### config.mk
export PLATFORM = sky130hd
export DESIGN_NAME = uart_rx_ctrl
export DESIGN_NICKNAME = d
export VERILOG_FILES = /design/src/rtl/uart_pkg.sv /design/src/rtl/uart_rx_fifo.sv /design/src/rtl/uart_rx_ctrl.sv
export SDC_FILE = /design/constraint.sdc
export NUM_CORES = 1
export LEC_CHECK = 0
export ABC_CLOCK_PERIOD_IN_PS = 2900
export CAP_MARGIN = 10
export CORE_MARGIN = 4
export CORE_UTILIZATION = 41
export DETAILED_ROUTE_END_ITERATION = 6
export PLACE_DENSITY_LB_ADDON = 0.25
export SETUP_SLACK_MARGIN = 0.15
export SYNTH_ARGS = -nofsm -noshare
export SYNTH_HDL_FRONTEND = slang
export SYNTH_SLANG_ARGS = --single-unit
### constraint.sdc
create_clock -name r_clk -period 2.9 [get_ports r_clk]
set_input_delay 0.87 -clock r_clk [delete_from_list [all_inputs] [get_ports r_clk]]
set_output_delay 0.87 -clock r_clk [all_outputs]
set_load 0.02 [all_outputs]
### src/rtl/uart_pkg.sv
// Shared UART receive-path types and build constants.
// RX_BAUD_DIV is r_clk cycles per bit at the configured line rate.
package uart_pkg;

  localparam int RX_WORD_LENGTH = 8;
  localparam int RX_BAUD_DIV    = 16;

  typedef enum logic [1:0] {
    DISABLED,
    IDLE,
    WRITE,
    ERR_HOLD
  } rx_ctrl_state_e;

endpackage

### src/rtl/uart_rx_fifo.sv
// Small synchronous FIFO: push accepted when not full or when a pop lands the same cycle.
// Head word is read straight from storage flops; it only changes on a pop. Pop when empty is ignored.
module uart_rx_fifo #(
  parameter int WIDTH = 8,
  parameter int DEPTH = 8
) (
  input  logic                     clk,
  input  logic                     rst_n,
  input  logic                     push,
  input  logic [WIDTH-1:0]         push_dat,
  input  logic                     pop,
  output logic [WIDTH-1:0]         pop_dat,
  output logic [$clog2(DEPTH):0]   count
);

  localparam int AW = $clog2(DEPTH);
  localparam int CW = AW + 1;

  logic [WIDTH-1:0] mem_q [DEPTH];
  logic [WIDTH-1:0] mem_d [DEPTH];
  logic [AW-1:0]    wr_ptr_q, wr_ptr_d;
  logic [AW-1:0]    rd_ptr_q, rd_ptr_d;
  logic [CW-1:0]    count_q, count_d;
  logic             push_ok, pop_ok;

  always_comb begin
    pop_ok   = pop && (count_q != '0);
    push_ok  = push && ((count_q != CW'(DEPTH)) || pop_ok);
    mem_d    = mem_q;
    wr_ptr_d = wr_ptr_q;
    rd_ptr_d = rd_ptr_q;
    if (push_ok) begin
      mem_d[wr_ptr_q] = push_dat;
      wr_ptr_d        = wr_ptr_q + AW'(1);
    end
    if (pop_ok) begin
      rd_ptr_d = rd_ptr_q + AW'(1);
    end
    count_d = count_q + CW'(push_ok) - CW'(pop_ok);
  end

  always_ff @(posedge clk or negedge rst_n) begin
    if (!rst_n) begin
      for (int i = 0; i < DEPTH; i++) mem_q[i] <= '0;
      wr_ptr_q <= '0;
      rd_ptr_q <= '0;
      count_q  <= '0;
    end else begin
      mem_q    <= mem_d;
      wr_ptr_q <= wr_ptr_d;
      rd_ptr_q <= rd_ptr_d;
      count_q  <= count_d;
    end
  end

  assign pop_dat = mem_q[rd_ptr_q];
  assign count   = count_q;

endmodule

### src/rtl/uart_rx_ctrl.sv
// UART receive sequencer: frame capture, framing-error ack handshake, word FIFO to host (valid/ready).
// rx_done -> rd_valid in 2 cycles; full FIFO drops the frame and sets sticky ovf. UART_RX_TIMEOUT_EN adds idle timeout.
module uart_rx_ctrl
  import uart_pkg::*;
#(
  parameter int WORD_LENGTH   = RX_WORD_LENGTH,
  parameter int DEPTH         = 8,
  parameter int BAUD_DIV      = RX_BAUD_DIV,
  parameter int TIMEOUT_BAUDS = 40
) (
  input  logic                     r_clk,
  input  logic                     r_rst_n,
  input  logic                     rx_en,
  input  logic [WORD_LENGTH-1:0]   rx_pckt,
  input  logic                     rx_done,
  input  logic                     rx_err,
  output logic                     err_ack,
  output logic [WORD_LENGTH-1:0]   rd_data,
  output logic                     rd_valid,
  input  logic                     rd_ready,
  output logic [$clog2(DEPTH):0]   fifo_count,
  output logic                     ovf,
  input  logic                     clr_ovf,
  output logic [7:0]               err_cnt,
  output logic                     rx_timeout
);

  localparam int CW = $clog2(DEPTH) + 1;

  if (DEPTH < 2 || (DEPTH & (DEPTH - 1)) != 0 || TIMEOUT_BAUDS * BAUD_DIV <= 0) begin : g_param_chk
    $error("uart_rx_ctrl: DEPTH must be a power of 2 >= 2 and the timeout period positive");
  end

  rx_ctrl_state_e         state_q, state_d;
  logic [WORD_LENGTH-1:0] word_q, word_d;
  logic [7:0]             err_cnt_q, err_cnt_d;
  logic                   ovf_q, ovf_d;
  logic                   err_ack_q, err_ack_d;
  logic                   fifo_push, pop_fire, drop;

  assign pop_fire  = rd_valid && rd_ready;
  assign fifo_push = (state_q == WRITE);
  // A pop in the same cycle frees the slot, so only a truly full, undrained FIFO drops.
  assign drop      = fifo_push && (fifo_count == CW'(DEPTH)) && !pop_fire;

  always_comb begin
    state_d   = state_q;
    word_d    = word_q;
    err_cnt_d = err_cnt_q;
    ovf_d     = ovf_q;
    if (clr_ovf) ovf_d = 1'b0;
    if (drop)    ovf_d = 1'b1;
    case (state_q)
      DISABLED: if (rx_en) state_d = IDLE;
      IDLE, WRITE: begin
        if (!rx_en) begin
          state_d = DISABLED;
        end else if (rx_err && state_q == IDLE) begin
          state_d = ERR_HOLD;
          if (err_cnt_q != 8'hFF) err_cnt_d = err_cnt_q + 8'd1;
        end else if (rx_done) begin
          word_d  = rx_pckt;
          state_d = WRITE;
        end else begin
          state_d = IDLE;
        end
      end
      ERR_HOLD: begin
        if (!rx_en)       state_d = DISABLED;
        else if (!rx_err) state_d = IDLE;
      end
      default: state_d = IDLE;
    endcase
    err_ack_d = (state_d == ERR_HOLD);
  end

  always_ff @(posedge r_clk or negedge r_rst_n) begin
    if (!r_rst_n) begin
      state_q   <= IDLE;
      word_q    <= '0;
      err_cnt_q <= '0;
      ovf_q     <= 1'b0;
      err_ack_q <= 1'b0;
    end else begin
      state_q   <= state_d;
      word_q    <= word_d;
      err_cnt_q <= err_cnt_d;
      ovf_q     <= ovf_d;
      err_ack_q <= err_ack_d;
    end
  end

  uart_rx_fifo #(
    .WIDTH (WORD_LENGTH),
    .DEPTH (DEPTH)
  ) u_fifo (
    .clk      (r_clk),
    .rst_n    (r_rst_n),
    .push     (fifo_push),
    .push_dat (word_q),
    .pop      (rd_ready),
    .pop_dat  (rd_data),
    .count    (fifo_count)
  );

  assign rd_valid = (fifo_count != '0);
  assign err_ack  = err_ack_q;
  assign ovf      = ovf_q;
  assign err_cnt  = err_cnt_q;

`ifdef UART_RX_TIMEOUT_EN
  localparam logic [31:0] TMO_LIMIT = 32'(TIMEOUT_BAUDS * BAUD_DIV);

  logic [31:0] tmo_cnt_q, tmo_cnt_d;
  logic        tmo_pulse_q, tmo_pulse_d;

  // Counter parks at the limit so the pulse fires once per idle stretch.
  always_comb begin
    tmo_cnt_d   = tmo_cnt_q;
    tmo_pulse_d = 1'b0;
    if (rx_done || pop_fire || state_q != IDLE) begin
      tmo_cnt_d = '0;
    end else if (rd_valid && tmo_cnt_q != TMO_LIMIT) begin
      tmo_cnt_d   = tmo_cnt_q + 32'd1;
      tmo_pulse_d = (tmo_cnt_d == TMO_LIMIT);
    end
  end

  always_ff @(posedge r_clk or negedge r_rst_n) begin
    if (!r_rst_n) begin
      tmo_cnt_q   <= '0;
      tmo_pulse_q <= 1'b0;
    end else begin
      tmo_cnt_q   <= tmo_cnt_d;
      tmo_pulse_q <= tmo_pulse_d;
    end
  end

  assign rx_timeout = tmo_pulse_q;
`else
  assign rx_timeout = 1'b0;
`endif

endmodule

==> Word-level counts from Yosys, hierarchy flattened <==
Cells that the tools add are included.
{ "word_totals": {"regBits": 94, "in_bits": 15, "output_inout_bits": 24, "elab_cells": 63} }
{ "classes": {"n_addsub": 5, "n_lt_le_gt_ge": 3, "eq_ne": 7, "n_mux": 15, "bitwise_logic": 3, "reduce_logical": 14} }
{ "op_table": {"columns": ["cell", "n"], "rows": [
  ["64-bit bitwise mux", 1],
  ["8-bit binary-select mux with 3-bit select", 1],
  ["8-bit demux with 3-bit select", 1],
  ["8-bit two-way mux", 3],
  ["2-bit two-way mux", 6],
  ["8-bit by 1-bit adder with 8-bit output (second input constant)", 1],
  ["4-bit greater-or-equal comparator (second input constant)", 2],
  ["8-bit != test (second input constant)", 1],
  ["3-bit inverter with 4-bit output", 2],
  ["4-bit AND reduction", 2],
  ["3-bit by 1-bit adder with 3-bit output (second input constant)", 2],
  ["2-bit equality test (second input constant)", 3],
  ["1-bit logical AND", 6],
  ["2-bit one-hot mux with 3 select lines", 1],
  ["4-bit by 1-bit adder with 4-bit output", 1],
  ["4-bit equality test (second input constant)", 1],
  ["4-bit by 1-bit < comparator with 1-bit output (second input constant)", 1],
  ["4-bit != test (second input constant)", 1],
  ["4-bit nonzero test", 1],
  ["4-bit by 1-bit subtractor with 4-bit output", 1],
  ["2-bit by 1-bit equality test with 1-bit output (second input constant)", 1],
  ["2-bit zero test", 1],
  ["1-bit two-way mux", 2],
  ["2-bit nonzero test", 1],
  ["other kinds (4)", 4]
]} }

==> Longest topological paths before layout <==
Gate-level depths: netlist of the first run.
{ "logic_depth": {"ltp_word": 6, "mapped_depth": 11, "depth_no_buf": 11} }

==> By module <==
A second synthesis of the first run with hierarchy kept.
{ "hier_totals": {"cells_unflattened": 302, "area_unflattened_um2": 4546.9} }
{ "by_module_without_submodules": {"columns": ["mod", "instances", "cells_per_inst", "area_per_inst_um2", "seq_area_each_um2"], "rows": [
  ["uart_rx_fifo", 1, 217, 3534.6, 1851.8],
  ["uart_rx_ctrl", 1, 85, 1012.2, 501.7]
]} }

==> Worst setup path after synthesis of the first run <==
OpenSTA, ideal clock, no wires.
{ "synth_timing": {"path_kind": "reg2out", "from": "register u_fifo.rd_ptr_q[0]", "to": "output rd_data[0]", "t_arrival_ns": 1.724, "required_ns": 2.030, "setup_slack_ns": 0.306, "stages_incl_launch_ff": 5, "n_path_buf": 2, "path_cell_list": "dfrtp_1 buf_2 buf_2 mux4_2 mux2_2"} }
{ "synth_via": {"elab_chain_len": 4} }
{ "synth_lines": {"columns": ["element", "line_no", "rtl"], "rows": [
  ["from (decl)", "uart_rx_fifo.sv:22", "logic [AW-1:0] rd_ptr_q, rd_ptr_d;"],
  ["from (signal assigned)", "uart_rx_fifo.sv:51", "rd_ptr_q <= rd_ptr_d;"],
  ["3-bit inverter with 4-bit output (not written as such)", "uart_rx_fifo.sv:56", "assign pop_dat = mem_q[rd_ptr_q];"],
  ["8-bit binary-select mux with 3-bit select", "uart_rx_fifo.sv:56", null],
  ["8-bit two-way mux (not written as such) (2 in series)", "uart_rx_fifo.sv:56", null],
  ["to (decl)", "uart_rx_ctrl.sv:18", "output logic [WORD_LENGTH-1:0] rd_data,"]
]} }
No other way between the ends. The select of a mux whose other input is x is not followed.

==> Final worst setup path of the first run <==
{ "layout_timing": {"from": "register u_fifo.rd_ptr_q[0]", "to": "output rd_data[7]"} }
Same word-level chain as after synthesis.

==> impl_metrics.json, run 1 <==
{
  "dr.pass1.iters": 6,
  "synth_flop_cell": "dfrtp_1",
  "final_common_cell": "dfrtp_1",
  "avgSynthCellArea_um2": 14.8,
  "setup_violations": 0,
  "synth-edff-count": 0,
  "wl_per_cell_um": 17.4,
  "grt_busiest_layer": "met2",
  "fin_tns_setup_ns": 0,
  "drtAntennaViolNets": 0,
  "grt_usage_pct": 14.9,
  "synth_top_cell_by_area": "dfrtp_1",
  "via_count": 2569,
  "yosysWarnings": 0,
  "seq_area_mm2": 0.00235,
  "cts_tree": "built",
  "pin_count": 39,
  "routed_via_density": 5.13,
  "synthArstFlopShare_pct": 100,
  "initial_core_util_pct": 42.7,
  "htreeDepth": 3,
  "fp.dieArea_mm2": 0.0127,
  "hold_ws_ns": 0.437,
  "finalHoldViolations": 0,
  "grt_max_degree": 40,
  "synth_fp_nets": 332,
  "fin_area_mm2": 0.00548,
  "start_kind": "flip-flop",
  "rows": 37,
  "synth.area.top_cells": "dfrtp_1 52%, mux2_2 21%, mux4_2 8.0%",
  "clock_sinks": 94,
  "grt_pass1_vias": 2813,
  "die_w_um": 113,
  "synth_top_area_share_pct": 51.9,
  "grt_remaining_overflow": 0,
  "drive_above_1_share_pct": 42.5,
  "drc": 0,
  "fillers": 926,
  "clock_path_buffers": 2,
  "rsz0062_at_grt": "true",
  "synth_seq_area_share_pct": 52.5,
  "worstPathRequired_ns": 2.03,
  "syn_area_mm2": 0.00449,
  "layout_setup_ws_ns": 0.0773,
  "cp-end-kind": "primary output",
  "nets": 390,
  "port_buffers": 37,
  "place_ws_ns": 0.0976,
  "hp-class": "input port to async pin",
  "fp.dieH_um": 113,
  "cap_violations": 0,
  "leakage_nw": 2.50,
  "multi_input_area_mm2": 0.00204,
  "drv_slew": 0,
  "skew_ns": 0.00517,
  "ir_drop_mv": 0.525,
  "synth_cells": 303,
  "cp.arrival_ns": 1.95,
  "wl_mm": 8.73,
  "fin_crit_sh_pct": 97.3,
  "dpl_cell_area_mm2": 0.00521,
  "synth_cell_types": 38,
  "worstSetupPathType": "flip-flop to primary output",
  "drt_iter0_drc": 73,
  "cellPowerDensity_mw_per_mm2": 968,
  "place_congestion": 0.790,
  "use_met1_pct": 20.3,
  "grtUsageMet2_pct": 23.6,
  "path_clk_slew_ns": 0.09,
  "cts_inserted_buffers": 9,
  "antenna_found_initial": 0,
  "ys_seq_elements": 94,
  "core_mm2": 0.0105,
  "antenna_cells": 0,
  "crit_fanout": 8,
  "clk_latency_ns": 0.36,
  "status": "finished, final reports clean",
  "grt_pass1_wl_mm": 14.8,
  "mostFrequentLayoutCells": "92 x dfrtp_1, 75 x mux2_2, 28 x clkdlybuf4s50_1",
  "clockRootBuffer": "clkbuf_8",
  "grt_use_met3_pct": 4.91,
  "fmax_ghz": 0.354,
  "area_growth_pct": 22.2,
  "fin_crit_ns": 2.82,
  "dp.final_hpwl_mm": 5.99
}
-- registers in the layout, summed over array words and instances (netlist names) --
signal / count
err_ack: 1
err_cnt: 8
u_fifo.wr_ptr_q: 3
state_q: 2
word_q: 8
u_fifo.mem_q: 64
ovf: 1
u_fifo.rd_ptr_q: 3
u_fifo.count: 4
-- power by group --
group	internal, W	switching, W
Clock	0.000415	0.000429
Combinational	0.00129	0.000931
Sequential	0.00180	0.000440
-- final timing paths --
check / startpoint / end / cells after the start / slack (ns)
max: u_fifo.rd_ptr_q[0] / rd_data[7] / 5 / 0.08
min reg2reg: u_fifo.mem_q[20] / u_fifo.mem_q[20] / 1 / 0.49
max in group asynchronous: r_rst_n / state_q[0] / 2 / 1.73
min in group r_clk: u_fifo.mem_q[20] / u_fifo.mem_q[20] / 1 / 0.49
max reg2reg: state_q[0] / u_fifo.count[2] / 8 / 0.68
min: r_rst_n / word_q[6] / 1 / 0.44
-- synthesized netlist by cell type, drive strengths merged, types with 2 or more instances --
library cell / instances
mux4: 16
ha: 13
nand3: 5
a21oi: 7
nor4: 2
buf: 8
nor3: 7
a41oi: 2
o21ai: 2
xnor2: 5
and3: 2
nand2: 11
nor2: 4
dfrtp: 93
xor2: 4
mux2: 85
nand2b: 6
inv: 14
clkbuf: 3
nor2b: 2
-- layout make-up --
type | count | area share, %
clock inverter | 4 | 0.867
clock buffer | 11 | 2.58
sequential | 94 | 42.9
multi-input combinational | 184 | 37.1
tap | 136 | 3.10
timing repair buffer | 58 | 12.4
inverter | 14 | 0.958
-- critical path, stage by stage (launching register included) --
cell and delay, ns:
dfrtp_2 0.43, buf_12 0.12, buf_16 0.13, mux4_2 0.50, mux2_4 0.28, buf_6 0.13
-- routing by layer --
metal | vias up | wire, um
met2 | 40 | 4220
li1 | 1209 | -
met5 | - | 0
met1 | 1310 | 4060
met4 | 0 | 71
met3 | 10 | 381
-- timing repair --
| item | CTS | global route |
|---|---|---|
| gates resized for setup | 52 | 5 |
| hold buffers | 0 | 0 |
| endpoints found under the setup margin | 8 | 8 |
| cloned | 1 | 0 |
| setup buffers | 1 | 0 |
-- logic make-up (layout without fill, tap and decap cells) --
| logic type | Yosys count | after routing | synth area share, % |
|---|---|---|---|
| mux | 101 | 101 | 29.4 |
| flops | 94 | 94 | 52.5 |
| simple gates | 43 | 43 | 7.11 |
| buf+inv | 25 | 87 | 2.73 |
| other cells | 1 | 1 | 0.0836 |
| fa+ha+maj | 14 | 14 | 4.07 |
| xor+xnor | 9 | 9 | 1.76 |
| compound gates | 16 | 16 | 2.40 |
-- metrics by stage --
| step | power, W | util [%] | instances |
|---|---|---|---|
| finish | 0.00531 | 52.2 | 501 |
| global placement | 0.00428 | 49.6 | 484 |
| CTS | 0.00536 | 52.0 | 501 |
| floorplan | 0.00361 | - | 303 |
| detailed placement | 0.00436 | 49.6 | 484 |
| global route | 0.00570 | 52.2 | 501 |
Power figures use the tool's default switching activity.
==> run 2: changes to the inputs <==
--- a/config.mk
+++ b/config.mk
@@ -10,6 +10,7 @@
 export CORE_MARGIN = 4
 export CORE_UTILIZATION = 41
 export DETAILED_ROUTE_END_ITERATION = 6
+export DONT_BUFFER_PORTS = 1
 export PLACE_DENSITY_LB_ADDON = 0.25
 export SETUP_SLACK_MARGIN = 0.15
 export SYNTH_ARGS = -nofsm -noshare
==> impl_metrics.json, run 2 (synthesis gave the netlist of run 1 again) <==
{
  "grt_pass1_vias": 2623,
  "drtAntennaViolNets": 0,
  "largest_reg_flops": 64,
  "cts_inserted_buffers": 9,
  "antenna_found_initial": 0,
  "antenna_cells": 0,
  "drt_iter0_drc": 122,
  "fp.dieH_um": 113,
  "relSlewSlack_pct": 51.9,
  "hold_ws_ns": 0.194,
  "worstPathRequired_ns": 2.03,
  "routed_via_density": 5.36,
  "skew_ns": 0.0103,
  "fmax_ghz": 0.371,
  "setup_violations": 0,
  "crit_fanout": 8,
  "cp.arrival_ns": 1.83,
  "crit_family": "multiplexers",
  "cap_violations": 0,
  "via_count": 2440,
  "cp_cell_sequence": "clkbuf_16 -> mux4_2 -> mux2_4",
  "cts_tree": "built",
  "fin_crit_ns": 2.70,
  "fin_area_mm2": 0.00492,
  "pin_count": 39,
  "dp.final_hpwl_mm": 5.63,
  "status": "finished, final reports clean",
  "cp-end-kind": "primary output",
  "regMostFlops": "u_fifo.mem_q",
  "clock_sinks": 94,
  "place_congestion": 0.729,
  "port_buffers": 0,
  "rows": 37,
  "cellPowerDensity_mw_per_mm2": 1000,
  "clockRootBuffer": "clkbuf_8",
  "htreeDepth": 3,
  "drv_slew": 0,
  "worst_pin_slew_ns": 0.722,
  "initial_core_util_pct": 42.7,
  "wl_per_cell_um": 18.9,
  "drc": 0,
  "grt_max_degree": 95,
  "cp_slowest_cell": "mux4_2",
  "grt_remaining_overflow": 0,
  "worstSetupPathType": "flip-flop to primary output",
  "fp.dieArea_mm2": 0.0127,
  "dr.pass1.iters": 7,
  "finalHoldViolations": 0,
  "grt_pass1_wl_mm": 14.2,
  "grt_usage_pct": 14.4,
  "hp-class": "input port to async pin",
  "ir_drop_mv": 0.569,
  "final_common_cell": "dfrtp_1",
  "area_growth_pct": 9.62,
  "cp_num_buf_inv": 1,
  "leakage_nw": 2.27,
  "dpl_cell_area_mm2": 0.00467,
  "path_clk_slew_ns": 0.09,
  "wl_mm": 8.59,
  "die_w_um": 113,
  "core_mm2": 0.0105,
  "rsz0062_at_grt": "true",
  "drive_above_1_share_pct": 43.3,
  "clk_latency_ns": 0.36,
  "start_kind": "flip-flop",
  "fin_crit_sh_pct": 93.0,
  "cp-startpoint": "u_fifo.rd_ptr_q[0]",
  "clock_path_buffers": 2,
  "power.total_w": 0.00492,
  "fillers": 888,
  "hold_buffers": 0,
  "nets": 343,
  "fin_tns_setup_ns": 0,
  "max_stage_delay_ns": 0.49,
  "mostFrequentLayoutCells": "92 x dfrtp_1, 74 x mux2_2, 16 x mux4_2",
  "r2r_start": "u_fifo.count[2]"
}
==> run 2: cell count changes in the layout (fill, tap and decap cells not counted), moves of 2 or more <==
| cell | delta |
|---|---|
| buf_6 | -8 |
| clkdlybuf4s50_1 | -28 |
| clkinv_2 | +3 |
| buf_12 | -9 |
| buf_4 | -2 |
==> run 2: path summary, 6_finish.rpt <==
path	end	slack [ns]	cells after the start
worst max-delay path	rd_data[2]	0.20	3
max in group asynchronous	state_q[0]	2.47	0
worst max register to register	u_fifo.count[2]	0.46	10
worst min register to register	u_fifo.mem_q[20]	0.49	1
worst min-delay path	u_fifo.mem_q[30]	0.19	0
min in group r_clk	u_fifo.mem_q[20]	0.49	1
==> run 2: area by class of cell <==
cell class | instances | area (um2) | share of cell area (%)
Clock buffer | 9 | 124 | 2.52
Tap cell | 136 | 170 | 3.46
Inverter | 14 | 52.6 | 1.07
Timing Repair Buffer | 11 | 113 | 2.29
Clock inverter | 7 | 63.8 | 1.30
Sequential cell | 94 | 2350 | 47.9
Multi-Input combinational cell | 184 | 2040 | 41.5
==> run 2: report_power, final <==
| part | internal [W] | switching [W] |
|---|---|---|
| Clock | 0.000394 | 0.000457 |
| Combinational | 0.000971 | 0.000733 |
| Sequential | 0.00180 | 0.000562 |
==> run 2: what timing repair did <==
item                                    in CTS  in global routing
resized for setup                            0                  9
endpoints found under the setup margin       8                  8
buffers inserted                             1                  0
gates cloned                                 0                  1
==> run 2: stage by stage <==
stage | util, % | std cells | setup slack, ns
floorplan | - | 303 | 0.306
global placement | 44.4 | 437 | 0.547
detailed placement | 44.4 | 437 | 0.460
CTS | 46.3 | 454 | 0.163
global route | 46.8 | 455 | 0.141
finish | 46.8 | 455 | 0.202
==> run 2: worst register-to-register path: stages, from the launching register on <==
cell and delay [ns]:
dfrtp_1 0.46, inv_1 0.14, ha_1 0.18, nand2_1 0.19, nand2_1 0.20, inv_1 0.06
ha_1 0.26, inv_1 0.04, ha_1 0.20, fa_1 0.41, xor2_1 0.18
==> run 2: routing by layer <==
metal	global-route usage (%)	routed length, um	vias up
met5	0	0	-
met4	3.53	70	0
met3	4.69	393	7
met2	22.5	4120	42
met1	19.4	4010	1275
li1	-	-	1116
==> run 3: changes to the inputs <==
--- a/config.mk
+++ b/config.mk
@@ -10,9 +10,9 @@
 export CORE_MARGIN = 4
 export CORE_UTILIZATION = 41
 export DETAILED_ROUTE_END_ITERATION = 6
-export DONT_BUFFER_PORTS = 1
-export PLACE_DENSITY_LB_ADDON = 0.25
+export PLACE_DENSITY = 0.71
 export SETUP_SLACK_MARGIN = 0.15
 export SYNTH_ARGS = -nofsm -noshare
 export SYNTH_HDL_FRONTEND = slang
 export SYNTH_SLANG_ARGS = --single-unit
+export TNS_END_PERCENT = 1
==> impl_metrics.json, run 3 (synthesis gave the netlist of run 1 again) <==
{
  "drt_iter0_drc": 56,
  "clock_path_buffers": 2,
  "mostFrequentLayoutCells": "92 x dfrtp_1, 77 x mux2_2, 28 x clkdlybuf4s50_1",
  "dpl_cell_area_mm2": 0.00518,
  "crit_family": "multiplexers",
  "core_mm2": 0.0105,
  "cp.arrival_ns": 1.95,
  "cts_inserted_buffers": 9,
  "ir_drop_mv": 0.371,
  "seq_area_mm2": 0.00235,
  "status": "finished, final reports clean",
  "power_frac_comb_pct": 41.9,
  "crit_fanout": 6,
  "multi_input_area_mm2": 0.00203,
  "drv_slew": 0,
  "relSlewSlack_pct": 65.9,
  "power.net_switching_w": 0.00188,
  "grt_pass1_vias": 2775,
  "setup_violations": 0,
  "cts_tree": "built",
  "fin_crit_ns": 2.82,
  "clockRootBuffer": "clkbuf_8",
  "via_count": 2606,
  "cp_slowest_cell": "mux4_2",
  "netSwitchingFraction_pct": 35.4,
  "clk_latency_ns": 0.37,
  "port_buffers": 37,
  "drc": 0,
  "cp_cell_sequence": "buf_6 -> buf_12 -> mux4_2 -> mux2_4 -> buf_6",
  "path_clk_slew_ns": 0.11,
  "drtAntennaViolNets": 0,
  "wl_mm": 8.51,
  "grt_remaining_overflow": 0,
  "hp-class": "input port to async pin",
  "antenna_cells": 0,
  "clock_sinks": 94,
  "rsz0062_at_grt": "true",
  "skew_ns": 0.0146,
  "routed_via_density": 5.16,
  "drive_above_1_share_pct": 43.4,
  "initial_core_util_pct": 42.7,
  "grt_pass1_wl_mm": 14.4,
  "fin_area_mm2": 0.00548,
  "grt_max_degree": 57,
  "cp-end-kind": "primary output",
  "fillers": 880,
  "fp.dieArea_mm2": 0.0127,
  "cp_num_buf_inv": 3,
  "p_int_w": 0.00343,
  "leakage_nw": 2.51,
  "place_congestion": 0.728,
  "power.share.clock_pct": 16.4,
  "cap_violations": 0,
  "fin_crit_sh_pct": 97.3,
  "antenna_found_initial": 0,
  "pin_count": 39,
  "largest_reg_flops": 64,
  "dp.final_hpwl_mm": 5.85,
  "grt_usage_pct": 14.4,
  "cpMostUsedCell": "buf_6",
  "worstPathRequired_ns": 2.03,
  "dr.pass1.iters": 4,
  "worstSetupPathType": "flip-flop to primary output",
  "hold_ws_ns": 0.466,
  "cellPowerDensity_mw_per_mm2": 970,
  "finalHoldViolations": 0,
  "start_kind": "flip-flop",
  "seqPwrFrac_pct": 41.7,
  "rows": 37,
  "final_common_cell": "dfrtp_1",
  "fp.dieH_um": 113,
  "wl_per_cell_um": 16.9,
  "nets": 393,
  "die_w_um": 113,
  "fmax_ghz": 0.354,
  "regMostFlops": "u_fifo.mem_q",
  "area_growth_pct": 22.1,
  "worst_pin_slew_ns": 0.512,
  "max_stage_delay_ns": 0.48,
  "htreeDepth": 3
}
run 3: changes by cell type in the layout (fill, tap and decap cells not counted), sizes merged:
cell           delta
bufinv            -1
clkbuf            -1
inv               +3
buf              +23
clkinvlp          +1
clkinv            -3
clkdlybuf4s50    +28
run 3: final timing paths:
| path | from | end | slack [ns] | depth (start not counted) |
|---|---|---|---|---|
| worst min register to register | u_fifo.mem_q[20] | u_fifo.mem_q[20] | 0.50 | 1 |
| min in group r_clk | u_fifo.mem_q[20] | u_fifo.mem_q[20] | 0.50 | 1 |
| worst max register to register | state_q[0] | u_fifo.count[2] | 0.70 | 8 |
| max in group asynchronous | r_rst_n | state_q[0] | 1.72 | 2 |
| worst min-delay path | r_rst_n | u_fifo.mem_q[24] | 0.47 | 1 |
| worst max-delay path | u_fifo.rd_ptr_q[0] | rd_data[7] | 0.08 | 5 |
run 3: per-stage QoR:
| step | util, % | setup WS (ns) | std cells | power (W) | setup TNS (ns) |
|---|---|---|---|---|---|
| floorplan | - | 0.306 | 303 | 0.00361 | 0 |
| global placement | 49.3 | 0.139 | 485 | 0.00425 | 0 |
| detailed placement | 49.3 | 0.109 | 485 | 0.00433 | 0 |
| CTS | 52.0 | 0.0764 | 505 | 0.00536 | 0 |
| global route | 52.1 | -0.000140 | 505 | 0.00569 | -0.000140 |
| finish | 52.1 | 0.0769 | 505 | 0.00531 | 0 |
run 3: power by group through the flow:
stage	combinational (W)	sequential, W	clock [W]
6_report	0.00223	0.00222	0.000869
3_5_place_dp	0.00209	0.00224	0
2_1_floorplan	0.00148	0.00213	0
4_1_cts	0.00224	0.00222	0.000899
5_1_grt	0.00244	0.00230	0.000946
3_3_place_gp	0.00203	0.00222	0
run 3: cell type report:
cell class	instances	share of cell area, %
clock buffer	9	2.26
clock inverter	7	1.37
inverter	14	0.959
multi-input combinational	184	37.0
sequential	94	43.0
tap	136	3.11
timing repair buffer	61	12.3
run 3: layer usage:
layer	wire, um	GRT usage [%]	vias up
li1	-	-	1222
met1	3810	18.9	1332
met2	4330	23.7	41
met3	232	3.18	11
met4	145	4.57	0
met5	0	0	-
run 3: timing repair:
item	in CTS	in global routing
gates cloned	1	0
hold buffers	0	0
endpoints found under the setup margin	8	8
buffers inserted	3	0
resized for setup	52	5
run 3: worst reg2reg max path, delay by kind of cell (launching register included):
| kind | cells | cell delay, ns |
|---|---|---|
| AOI/OAI and AO/OA | 1 | 0.30 |
| buffers and inverters | 3 | 0.21 |
| xor gates and xnor gates | 1 | 0.17 |
| adders and majority gates | 3 | 0.84 |
| DFF | 1 | 0.58 |
